**src/rtl/inst_mem_loader.sv**
```systemverilog
// inst_mem_loader: fills instruction memory from a framed byte stream.
// Frame: 4-byte word count N (MSB first), 4*N big-endian payload bytes,
// then one checksum byte equal to the XOR of every payload byte.
// The core is held in reset until a verified image has been written.
module inst_mem_loader #(
  parameter logic [31:0] BASE_ADDR = 32'h0000_0000,
  parameter int unsigned MAX_WORDS = 131072
) (
  input  logic        clk,
  input  logic        rst,
  input  logic        start_i,
  input  logic        byte_valid_i,
  input  logic [7:0]  byte_i,
  output logic        byte_ready_o,
  output logic        mem_we_o,
  output logic [31:0] mem_addr_o,
  output logic [31:0] mem_data_o,
  output logic        cpu_rst_o,
  output logic        busy_o,
  output logic        done_o,
  output logic        error_o
);

  localparam logic [31:0] MAX_W = 32'(MAX_WORDS);

  typedef enum logic [2:0] {IDLE, LEN, DATA, CSUM, DONE, ERR} state_t;

  state_t      state_q, state_d;
  logic [1:0]  cnt_q, cnt_d;        // byte position within the current 4-byte group
  logic [31:0] len_q, len_d;        // word count N
  logic [31:0] wcnt_q, wcnt_d;      // words written so far
  logic [31:0] word_q, word_d;      // word being assembled
  logic [7:0]  csum_q, csum_d;      // running XOR of payload bytes
  logic [31:0] naddr_q, naddr_d;    // address the next completed word goes to
  logic [31:0] addr_q, addr_d;
  logic [31:0] data_q, data_d;
  logic        we_q, we_d;
  logic        cpu_rst_q, cpu_rst_d;
  logic        acc;

  assign byte_ready_o = (state_q == LEN) || (state_q == DATA) || (state_q == CSUM);
  assign acc          = byte_valid_i && byte_ready_o;

  // Next-state and datapath: one byte is consumed per handshake, write pulses last one cycle.
  always_comb begin
    state_d   = state_q;
    cnt_d     = cnt_q;
    len_d     = len_q;
    wcnt_d    = wcnt_q;
    word_d    = word_q;
    csum_d    = csum_q;
    naddr_d   = naddr_q;
    addr_d    = addr_q;
    data_d    = data_q;
    we_d      = 1'b0;
    // Registered so it drops one cycle after DONE is entered and rises one after leaving.
    cpu_rst_d = (state_q != DONE);
    case (state_q)
      IDLE, DONE, ERR: begin
        if (start_i) begin
          state_d = LEN;
          cnt_d   = 2'd0;
          len_d   = 32'd0;
          wcnt_d  = 32'd0;
          csum_d  = 8'd0;
          addr_d  = BASE_ADDR;
          naddr_d = BASE_ADDR;
        end
      end
      LEN: begin
        if (acc) begin
          len_d = {len_q[23:0], byte_i};
          cnt_d = cnt_q + 2'd1;
          if (cnt_q == 2'd3) begin
            if (len_d > MAX_W)       state_d = ERR;
            else if (len_d == 32'd0) state_d = CSUM;
            else                     state_d = DATA;
          end
        end
      end
      DATA: begin
        if (acc) begin
          word_d = {word_q[23:0], byte_i};
          csum_d = csum_q ^ byte_i;
          cnt_d  = cnt_q + 2'd1;
          if (cnt_q == 2'd3) begin
            we_d    = 1'b1;
            data_d  = word_d;
            addr_d  = naddr_q;
            naddr_d = naddr_q + 32'd4;
            wcnt_d  = wcnt_q + 32'd1;
            if (wcnt_q == len_q - 32'd1) state_d = CSUM;
          end
        end
      end
      CSUM: begin
        if (acc) state_d = (byte_i == csum_q) ? DONE : ERR;
      end
      default: state_d = IDLE;
    endcase
  end

  // State and output registers; synchronous reset aborts any load in progress.
  always_ff @(posedge clk) begin
    if (rst) begin
      state_q   <= IDLE;
      cnt_q     <= 2'd0;
      len_q     <= 32'd0;
      wcnt_q    <= 32'd0;
      word_q    <= 32'd0;
      csum_q    <= 8'd0;
      naddr_q   <= BASE_ADDR;
      addr_q    <= BASE_ADDR;
      data_q    <= 32'd0;
      we_q      <= 1'b0;
      cpu_rst_q <= 1'b1;
    end else begin
      state_q   <= state_d;
      cnt_q     <= cnt_d;
      len_q     <= len_d;
      wcnt_q    <= wcnt_d;
      word_q    <= word_d;
      csum_q    <= csum_d;
      naddr_q   <= naddr_d;
      addr_q    <= addr_d;
      data_q    <= data_d;
      we_q      <= we_d;
      cpu_rst_q <= cpu_rst_d;
    end
  end

  assign mem_we_o   = we_q;
  assign mem_addr_o = addr_q;
  assign mem_data_o = data_q;
  assign cpu_rst_o  = cpu_rst_q;
  assign busy_o     = byte_ready_o;
  assign done_o     = (state_q == DONE);
  assign error_o    = (state_q == ERR);

endmodule

```
**config.mk**
```make
export PLATFORM = sky130hd
export DESIGN_NAME = inst_mem_loader
export DESIGN_NICKNAME = d
export VERILOG_FILES = /design/src/rtl/inst_mem_loader.sv
export SDC_FILE = /design/constraint.sdc
export NUM_CORES = 1
export LEC_CHECK = 0
export CAP_MARGIN = 0
export CORE_ASPECT_RATIO = 1.2
export CORE_UTILIZATION = 35
export CTS_CLUSTER_SIZE = 40
export DETAILED_ROUTE_END_ITERATION = 12
export GPL_ROUTABILITY_DRIVEN = 0
export HOLD_SLACK_MARGIN = 0.08
export PLACE_DENSITY = 0.6
export SYNTH_ARGS = -nofsm -noshare
export SYNTH_HDL_FRONTEND = slang
export SYNTH_SLANG_ARGS = --single-unit
```
**constraint.sdc**
```tcl
create_clock -name clk -period 3.5 [get_ports clk]
set_input_delay 0.875 -clock clk [delete_from_list [all_inputs] [get_ports clk]]
set_output_delay 0.875 -clock clk [all_outputs]
set_load 0.005 [all_outputs]
```
==> reports/qor.txt, run 1 <==
Core Rows - 63
Total Power - 5.64 mW
Synthesis Warnings - 0
WL final - 21.7 mm
Longest Clk Path Bufs - 2
Synth area leaders - dfxtp_1 (44%), nand2_1 (9.8%), a21oi_1 (7.8%)
GRT Resource Usage Total - 17.2%
worst endpoint required time - 3.84 ns
Reg2Reg Setup Slack - 0.56 ns
Slew Viols, Final - 0
diode count - 0
core area - 24800 µm²
most common cell in the synthesized netlist - nand2_1
first-pass GRT wire length - 36.3 mm
I/O Buffers - 79
via count - 7637
Clock Power Share - 34.4%
DRC - 0
IO Count - 82
area delta synth->final - 19.6%
initial DRC count - 558
Synth area leader - dfxtp_1
worst-skew pair later-pin latency - 0.44 ns
GRT met3 Usage - 2.45%
hpwl dp - 14.5 mm
Async SR Flop Fraction - 0%
Fmax achieved - 340 MHz
Pleak - 3.62 nW
Post-Synthesis Cells - 1115
commonest cells in the netlist - nand2_1 (230), dfxtp_1 (195), a21oi_1 (137)
Slew headroom - 52.5%
CTS HTree Levels - 4
pre-CTS WS - 0.192 ns
Sw Ratio - 34.6%
Layout fillers - 2523
Finish-stage setup viols - 0
gr ovfl total - 0
EDFF count, synth - 0
clock slew at reported path FFs - 0.08 ns
worst slew pin tran - 0.713 ns
Yosys cell types - 61
Setup Crit Path Kind - flop to flop
grt met2 use - 28.8%
RSZ-0062 raised after global routing - no
WHS Path Cells - 2
GR peak layer - met2
Root Buffer - clkbuf_16
Internal Power - 3.69 mW
share of layout cells above drive strength 1 - 6.87%
post-synthesis sequential area ratio - 44.2%
die area - 25900 µm²
Starting Density - 35.7%
setup TNS - 0 ns
switching power - 1.95 mW
drt via density - 5.08
CTS buffer count - 17
met1 GRT Util - 23.0%
Syn Std Cell Area - 8830 µm²
CTS tree - done
Hold Crit Class - flop to flop
Final Hold Vio Count - 0
Nets - 1183
cts hold-fix bufs - 0
post-CTS setup buffers - 0
Critical R2R Capture - state_q[1]
cell area after placement - 9980 µm²
Worst Setup End Kind - flop
Tcrit/Tclk final - 84.0%
Worst EP arrival - 3.28 ns
chip height - 176 µm
Top FF cell, synth - dfxtp_1
Startpoint Class - flop
Antenna Nets Post-Route - 0
maximum fanout along the worst path - 9
final setup margin - 0.559 ns
number of synthesized register bits - 195
R2R depth - 7
Sink Count - 195
logic gate share of total power - 23.5%
Wirelength per Cell - 14.4 µm
Hold EP - mem_data_o[27]
vias in the first global route - 7097
largest stage delay on the critical path - 0.56 ns
Critical Path, Cell by Cell - or4_1 -> or3_1 -> a2111oi_0 -> mux2i_1 -> nor4_1 -> a31oi_2 -> a221oi_1
outcome - complete, no violations
pwr dens - 534 nW/µm²
HP Start - word_q[19]
largest net degree at the start of global routing - 70
# resized after CTS - 0
drt pass-1 iters - 5
initial antenna violation count - 0
max_cap viols - 0
Sequential Power Share - 42.1%
average size of a mapped cell - 7.92 µm²
Max rail drop VDD - 0.385 mV
Yosys top cell area share - 44.2%
DIE WIDTH - 147 µm
R2R Path Start - len_q[21]
Tmin final - 2.94 ns
final clock skew - 0.0142 ns
Final Instance Area - 10600 µm²
slowest cell on the critical path - or4_1
## registers in the layout, summed over array words and instances (netlist names)
signal      flops
mem_addr_o     30
wcnt_q         32
cpu_rst_o       1
cnt_q           2
mem_data_o     32
len_q          32
state_q         3
csum_q          8
word_q         24
mem_we_o        1
naddr_q        30
## routing by layer
| metal | up-vias | share of wire (%) |
|---|---|---|
| li1 | 3885 | - |
| met1 | 3599 | 47 |
| met2 | 138 | 48 |
| met3 | 15 | 3.3 |
| met4 | 0 | 1.4 |
| met5 | - | 0 |
## worst max-delay path by stage
stage	start	endpoint	slack, ns	cells after the start
2_1_floorplan	byte_valid_i	wcnt_q[29]	0.62	9
3_3_place_gp	byte_valid_i	wcnt_q[29]	0.28	9
3_5_place_dp	byte_valid_i	wcnt_q[29]	0.19	9
4_1_cts	len_q[2]	state_q[2]	0.60	8
5_1_grt	len_q[16]	state_q[1]	0.25	8
6_report	len_q[21]	state_q[1]	0.56	7
## cells by family (layout without fill, tap and decap cells)
family / Yosys count / after routing / share of synthesized area (%)
adder cells (fa/ha/maj): 5 / 5 / 0.708
multiplexers: 9 / 9 / 1.03
AND/OR/NAND/NOR: 527 / 527 / 27.9
XOR/XNOR: 105 / 105 / 10.4
AO/OA/AOI/OAI: 188 / 188 / 11.8
flip-flops: 195 / 195 / 44.2
buffers and inverters: 85 / 148 / 3.91
other: 1 / 2 / 0.0424
## layout by cell type, fill, tap and decap left out, drive strengths merged, types with 7 or more instances in the layout
| master | count |
|---|---|
| clkdlybuf4s50 | 78 |
| or3 | 15 |
| clkinv | 7 |
| dfxtp | 195 |
| nor2 | 90 |
| buf | 29 |
| mux2i | 8 |
| a21oi | 137 |
| and3 | 16 |
| inv | 15 |
| nand4 | 19 |
| nand2 | 230 |
| clkbuf | 18 |
| nor3 | 17 |
| xnor2 | 38 |
| xor2 | 67 |
| nand2b | 7 |
| o21ai | 22 |
| nor4 | 17 |
| nor2b | 7 |
| nand3 | 84 |
## worst max-delay path: cells and delay by family, from the launching register on
family,cells,cell delay (ns)
flops,1,0.40
compound gates,3,0.89
simple gates,3,1.36
mux,1,0.17
## per-stage QoR
stage          instances  hold WS [ns]  util [%]
5_1_grt             1504         0.464      42.7
3_3_place_gp        1472         0.441      40.3
4_1_cts             1504         0.448      42.7
6_report            1504         0.447      42.7
3_5_place_dp        1472         0.443      40.3
2_1_floorplan       1116         0.432         -
## power by group through the flow
stage	sequential, mW	combinational [mW]	clock (mW)
floorplan	2.37	0.987	0
finish	2.38	1.33	1.94
global route	2.39	1.47	2.07
CTS	2.38	1.33	1.99
detailed placement	2.43	1.32	0
global placement	2.43	1.31	0
## final cells by class
cell class                 instances  area [µm²]  share of cell area [%]
clock buffer                      18         429                    4.06
multi-input combinational        836        4630                    43.8
timing repair buffer             107        1010                    9.56
inverter                           9        33.8                   0.320
clock inverter                    14         160                    1.52
sequential                       195        3900                    36.9
tap                              325         407                    3.85
Note: power is estimated with default switching activity, not from simulation.
==> run 2: changes to the inputs <==
--- a/config.mk
+++ b/config.mk
@@ -12,7 +12,7 @@
 export DETAILED_ROUTE_END_ITERATION = 12
 export GPL_ROUTABILITY_DRIVEN = 0
 export HOLD_SLACK_MARGIN = 0.08
-export PLACE_DENSITY = 0.6
+export PLACE_DENSITY = 0.62
 export SYNTH_ARGS = -nofsm -noshare
 export SYNTH_HDL_FRONTEND = slang
 export SYNTH_SLANG_ARGS = --single-unit
==> constraint.sdc (replaced) <==
create_clock -name clk -period 2.43 [get_ports clk]
set_input_delay 0.6075 -clock clk [delete_from_list [all_inputs] [get_ports clk]]
set_output_delay 0.6075 -clock clk [all_outputs]
set_load 0.005 [all_outputs]
==> run 2 against run 1 <==
Against the previous run:
- the run now ends with setup timing left
- cell count grew 6.6%
- worst hold slack gained 0.0036 ns
- first-iteration DRC count shrank 13%
- design area grew 10%
- combinational power grew 95%
- largest power group unchanged
==> reports/qor.txt, run 2 (synthesis gave the netlist of run 1 again) <==
outcome - complete, but fails checks
failing checks - setup timing
fin cells - 1603
hpwl dp - 16.0 mm
initial antenna violation count - 0
Worst Setup End Kind - flop
WHS Path Cells - 2
Starting Density - 35.7%
Tmin final - 2.61 ns
Core Rows - 63
crit-path leading delay family - simple AND/OR/NAND/NOR gates
vias in the first global route - 7723
CTS HTree Levels - 4
Nets - 1282
Hold EP - mem_addr_o[8]
Final Hold Vio Count - 0
CP Buf/Inv Count - 2
Worst EP arrival - 2.93 ns
R2R Path Start - len_q[17]
Post-Place Cells - 1563
largest stage delay on the critical path - 0.50 ns
Internal Power - 5.75 mW
CTS tree - done
cell count along the critical path - 9
Setup Crit Path Kind - flop to flop
HP Start - mem_addr_o[8]
Slew headroom - 54.2%
WL final - 23.3 mm
worst endpoint required time - 2.75 ns
CTS buffer count - 17
diode count - 0
max_cap viols - 0
area delta synth->final - 32.2%
RSZ-0062 raised after global routing - yes
Pleak - 4.26 nW
clock slew at reported path FFs - 0.08 ns
worst slew pin tran - 0.681 ns
Startpoint Class - flop
first-pass GRT wire length - 38.3 mm
Slew Viols, Final - 0
final clock skew - 0.0160 ns
most frequent cells in the layout - nand2_1 (228), dfxtp_1 (186), a21oi_1 (135)
drt pass-1 iters - 5
worst-skew pair later-pin latency - 0.44 ns
Sink Count - 195
core area - 24800 µm²
DRC - 0
Tcrit/Tclk final - 107%
most common cell after layout, fill and taps aside - nand2_1
pwr dens - 754 nW/µm²
share of layout cells above drive strength 1 - 17.0%
GRT Resource Usage Total - 18.3%
I/O Buffers - 79
Hold Crit Class - flop to flop
drt via density - 5.10
Reg2Reg Setup Slack - -0.18 ns
setup TNS - -0.400 ns
Longest Clk Path Bufs - 2
Max rail drop VDD - 0.492 mV
pre-CTS WS - -0.456 ns
die area - 25900 µm²
Wirelength per Cell - 14.6 µm
Clock Power Share - 32.3%
switching power - 3.06 mW
post-layout util - 47.2%
Critical R2R Capture - state_q[2]
final setup margin - -0.176 ns
maximum fanout along the worst path - 6
chip height - 176 µm
DIE WIDTH - 147 µm
via count - 8173
slowest cell on the critical path - or4_1
gr ovfl total - 0
initial DRC count - 485
Sw Ratio - 34.7%
IO Count - 82
Fmax achieved - 384 MHz
R2R depth - 9
logic gate share of total power - 29.4%
Critical Path, Cell by Cell - buf_6 -> buf_4 -> or3_1 -> or4_1 -> nand2_1 -> nand3_2 -> nor4b_4 -> a31oi_4 -> mux2_4
Antenna Nets Post-Route - 0
Root Buffer - clkbuf_16
Sequential Power Share - 38.4%
largest net degree at the start of global routing - 69
Total Power - 8.81 mW
Finish-stage setup viols - 3
[run 2: changes by cell type in the layout (fill, tap and decap cells not counted), moves of 3 or more]
cell,change
buf_4,+86
dfxtp_1,-9
dfxtp_2,+9
buf_6,+7
buf_12,+6
nor3_1,-5
nor3_2,+5
clkinv_8,+4
nor4_1,-4
nor4_4,+4
inv_8,-3
[run 2: per-stage QoR]
step | instance area (µm²) | hold WS (ns)
floorplan | 8900 | 0.432
global placement | 10800 | 0.440
detailed placement | 10800 | 0.443
CTS | 11600 | 0.454
global route | 11700 | 0.472
finish | 11700 | 0.451
[run 2: worst reg2reg max path, stage by stage (launching register included)]
cell	delay, ns
dfxtp_2	0.34
buf_6	0.12
buf_4	0.15
or3_1	0.34
or4_1	0.50
nand2_1	0.11
nand3_2	0.11
nor4b_4	0.35
a31oi_4	0.16
mux2_4	0.32
[run 2: cell type report]
type | instances | area (µm²)
clock buffers | 17 | 425
clock inverters | 15 | 190
fillers | 2466 | 13100
inverters | 9 | 33.8
multi-input cells | 836 | 4840
flip-flops and latches | 195 | 3920
well taps | 325 | 407
repair buffers | 206 | 1860
[run 2: worst max-delay path by stage]
stage                      start    endpoint  slack (ns)
global route           len_q[16]  state_q[2]       -0.31
floorplan               len_q[3]  state_q[2]       -0.09
CTS                    len_q[21]  state_q[2]       -0.19
finish                 len_q[17]  state_q[2]       -0.18
global placement    byte_valid_i  wcnt_q[29]       -0.39
detailed placement  byte_valid_i  wcnt_q[29]       -0.46
[run 2: power groups by stage]
stage / clock network, mW / logic, mW / registers [mW]
3_3_place_gp: 0 / 2.37 / 3.45
4_1_cts: 2.91 / 2.49 / 3.37
5_1_grt: 3.04 / 2.79 / 3.39
3_5_place_dp: 0 / 2.39 / 3.45
2_1_floorplan: 0 / 1.44 / 3.41
6_report: 2.84 / 2.59 / 3.38
[run 2: layer usage]
layer  track usage, %  share of wire (%)  vias up
li1                 -                  -     4081
met1             23.4                 45     3902
met2             32.0                 50      172
met3             2.76                4.1       18
met4             4.85                1.2        0
met5                0                  0        -
[run 2: timing repair]
action,in CTS,in global routing
setup endpoints to repair,4,17
hold buffers,0,0
setup buffers,6,2
gates resized for setup,29,21
pin swaps,13,22
==> run 3: changes to the inputs <==
--- a/config.mk
+++ b/config.mk
@@ -6,13 +6,13 @@
 export NUM_CORES = 1
 export LEC_CHECK = 0
 export CAP_MARGIN = 0
-export CORE_ASPECT_RATIO = 1.2
+export CORE_ASPECT_RATIO = 1.5
 export CORE_UTILIZATION = 35
 export CTS_CLUSTER_SIZE = 40
 export DETAILED_ROUTE_END_ITERATION = 12
 export GPL_ROUTABILITY_DRIVEN = 0
 export HOLD_SLACK_MARGIN = 0.08
-export PLACE_DENSITY = 0.62
+export PLACE_DENSITY = 0.6
 export SYNTH_ARGS = -nofsm -noshare
 export SYNTH_HDL_FRONTEND = slang
 export SYNTH_SLANG_ARGS = --single-unit
==> constraint.sdc (replaced) <==
create_clock -name clk -period 2.5 [get_ports clk]
set_input_delay 0.625 -clock clk [delete_from_list [all_inputs] [get_ports clk]]
set_output_delay 0.625 -clock clk [all_outputs]
set_load 0.005 [all_outputs]
==> run 3 against run 2 <==
Against the previous run:
- the run still ends with setup timing left
- non-clock buffer count is 8 lower
- sequential cell count stayed put
- utilization decreased by 0.33 points
- cell count decreased by 0.56%
- maximum frequency up 0.70%
- critical path type unchanged
==> reports/qor.txt, run 3 (synthesis gave the netlist of run 1 again) <==
drt pass-1 iters - 5
Finish-stage setup viols - 3
setup TNS - -0.197 ns
Layout fillers - 2373
maximum fanout along the worst path - 4
Multi-input gate area - 4800 µm²
outcome - complete, but fails checks
final hold slack - 0.451 ns
most common cell after layout, fill and taps aside - nand2_1
gr ovfl total - 0
FF/Latch Area - 3920 µm²
Pleak - 4.18 nW
IO Count - 82
diode count - 0
via count - 7954
Starting Density - 35.9%
share of layout cells above drive strength 1 - 16.3%
most frequent cells in the layout - nand2_1 (229), dfxtp_1 (185), a21oi_1 (136)
hpwl dp - 16.4 mm
R2R Path Start - len_q[12]
DRC - 0
Longest Clk Path Bufs - 2
worst setup path start - len_q[12]
area delta synth->final - 30.5%
Max rail drop VDD - 0.693 mV
cell repeated most along the worst path - buf_4
failing checks - setup timing
vias in the first global route - 7725
die area - 25900 µm²
Tcrit/Tclk final - 104%
Nets - 1274
initial DRC count - 449
first-pass GRT wire length - 38.5 mm
HP Start - word_q[23]
GRT Resource Usage Total - 18.6%
Worst EP arrival - 2.92 ns
Tmin final - 2.59 ns
Final Hold Vio Count - 0
CTS tree - done
pwr dens - 741 nW/µm²
chip height - 197 µm
max_cap viols - 0
Worst Setup End Kind - flop
Fmax achieved - 386 MHz
Core Rows - 70
post-layout util - 46.8%
I/O Buffers - 79
WL final - 23.4 mm
final clock skew - 0.0140 ns
CTS buffer count - 17
Total Power - 8.54 mW
slowest cell on the critical path - dfxtp_2
Critical Path, Cell by Cell - nor4_4 -> buf_4 -> nand4_1 -> buf_4 -> buf_4 -> nor3_2 -> xnor2_1 -> nand4_1 -> nor4b_4 -> a31oi_4 -> mux2_2
largest net degree at the start of global routing - 100
largest stage delay on the critical path - 0.34 ns
Antenna Nets Post-Route - 0
Slew Viols, Final - 0
initial antenna violation count - 0
RSZ-0062 raised after global routing - yes
Startpoint Class - flop
Wirelength per Cell - 14.7 µm
Sink Count - 195
DIE WIDTH - 132 µm
Hold Crit Class - flop to flop
final setup margin - -0.0881 ns
CTS HTree Levels - 4
Root Buffer - clkbuf_16
worst-skew pair later-pin latency - 0.45 ns
drt via density - 4.99
worst endpoint required time - 2.83 ns
Setup Crit Path Kind - flop to flop
clock slew at reported path FFs - 0.08 ns
core area - 24600 µm²
-- run 3: cell types whose count changed in the layout (fill, tap and decap cells not counted), moves of 2 or more --
cell | previous run | this run
buf_6 | 7 | 3
clkinv_8 | 8 | 2
inv_2 | 0 | 2
inv_8 | 2 | 4
inv_6 | 0 | 2
nor2b_1 | 5 | 7
nor3_1 | 11 | 13
nor3_2 | 6 | 4
buf_4 | 114 | 111
inv_1 | 9 | 7
ha_2 | 0 | 2
nor4_4 | 5 | 3
-- run 3: area by class of cell --
class | count | area share [%]
inverter | 9 | 0.293
multi-input combinational | 836 | 41.6
clock buffer | 18 | 3.81
tap | 324 | 3.52
sequential | 195 | 34.0
timing repair buffer | 198 | 15.4
clock inverter | 14 | 1.42
-- run 3: critical path: cells and delay by family (launching register included) --
kind | cells | cell delay [ns]
xor gates and xnor gates | 1 | 0.20
buffers and inverters | 3 | 0.49
DFF | 1 | 0.34
muxes | 1 | 0.28
and+or+nand+nor | 5 | 1.02
AOI/OAI and AO/OA | 1 | 0.13
-- run 3: through the flow --
step,cell area (µm²),cells,setup WS (ns)
after floorplan,8850,1116,-0.0841
after global placement,10700,1559,-0.334
after detailed placement,10700,1559,-0.402
after CTS,11400,1592,-0.0681
after global routing,11500,1594,-0.223
final,11500,1594,-0.0881
-- run 3: per-layer routing --
metal	GRT usage, %	share of wire, %	vias to the layer above
li1	-	-	4056
met1	20.2	41	3737
met2	35.0	53	127
met3	2.78	2.5	34
met4	8.66	3.2	0
met5	0	0	-
-- run 3: report_power, final --
part	total [mW]	internal, mW	switching, mW
Clock	2.80	1.45	1.35
Combinational	2.45	1.00	1.45
Sequential	3.29	3.19	0.0934
Total	8.54	5.65	2.89
-- run 3: final timing paths --
| path | to | slack, ns | cells after the start |
|---|---|---|---|
| setup / recovery | state_q[2] | -0.09 | 11 |
| hold / removal | mem_data_o[31] | 0.45 | 2 |
| setup reg to reg | state_q[2] | -0.09 | 11 |
| hold reg to reg | mem_data_o[31] | 0.45 | 2 |
-- run 3: timing repair --
action | in CTS | in global routing
pin swaps | 13 | 4
gates resized for setup | 29 | 18
hold buffers | 0 | 0
endpoints found under the setup margin | 5 | 14
setup buffers | 1 | 2
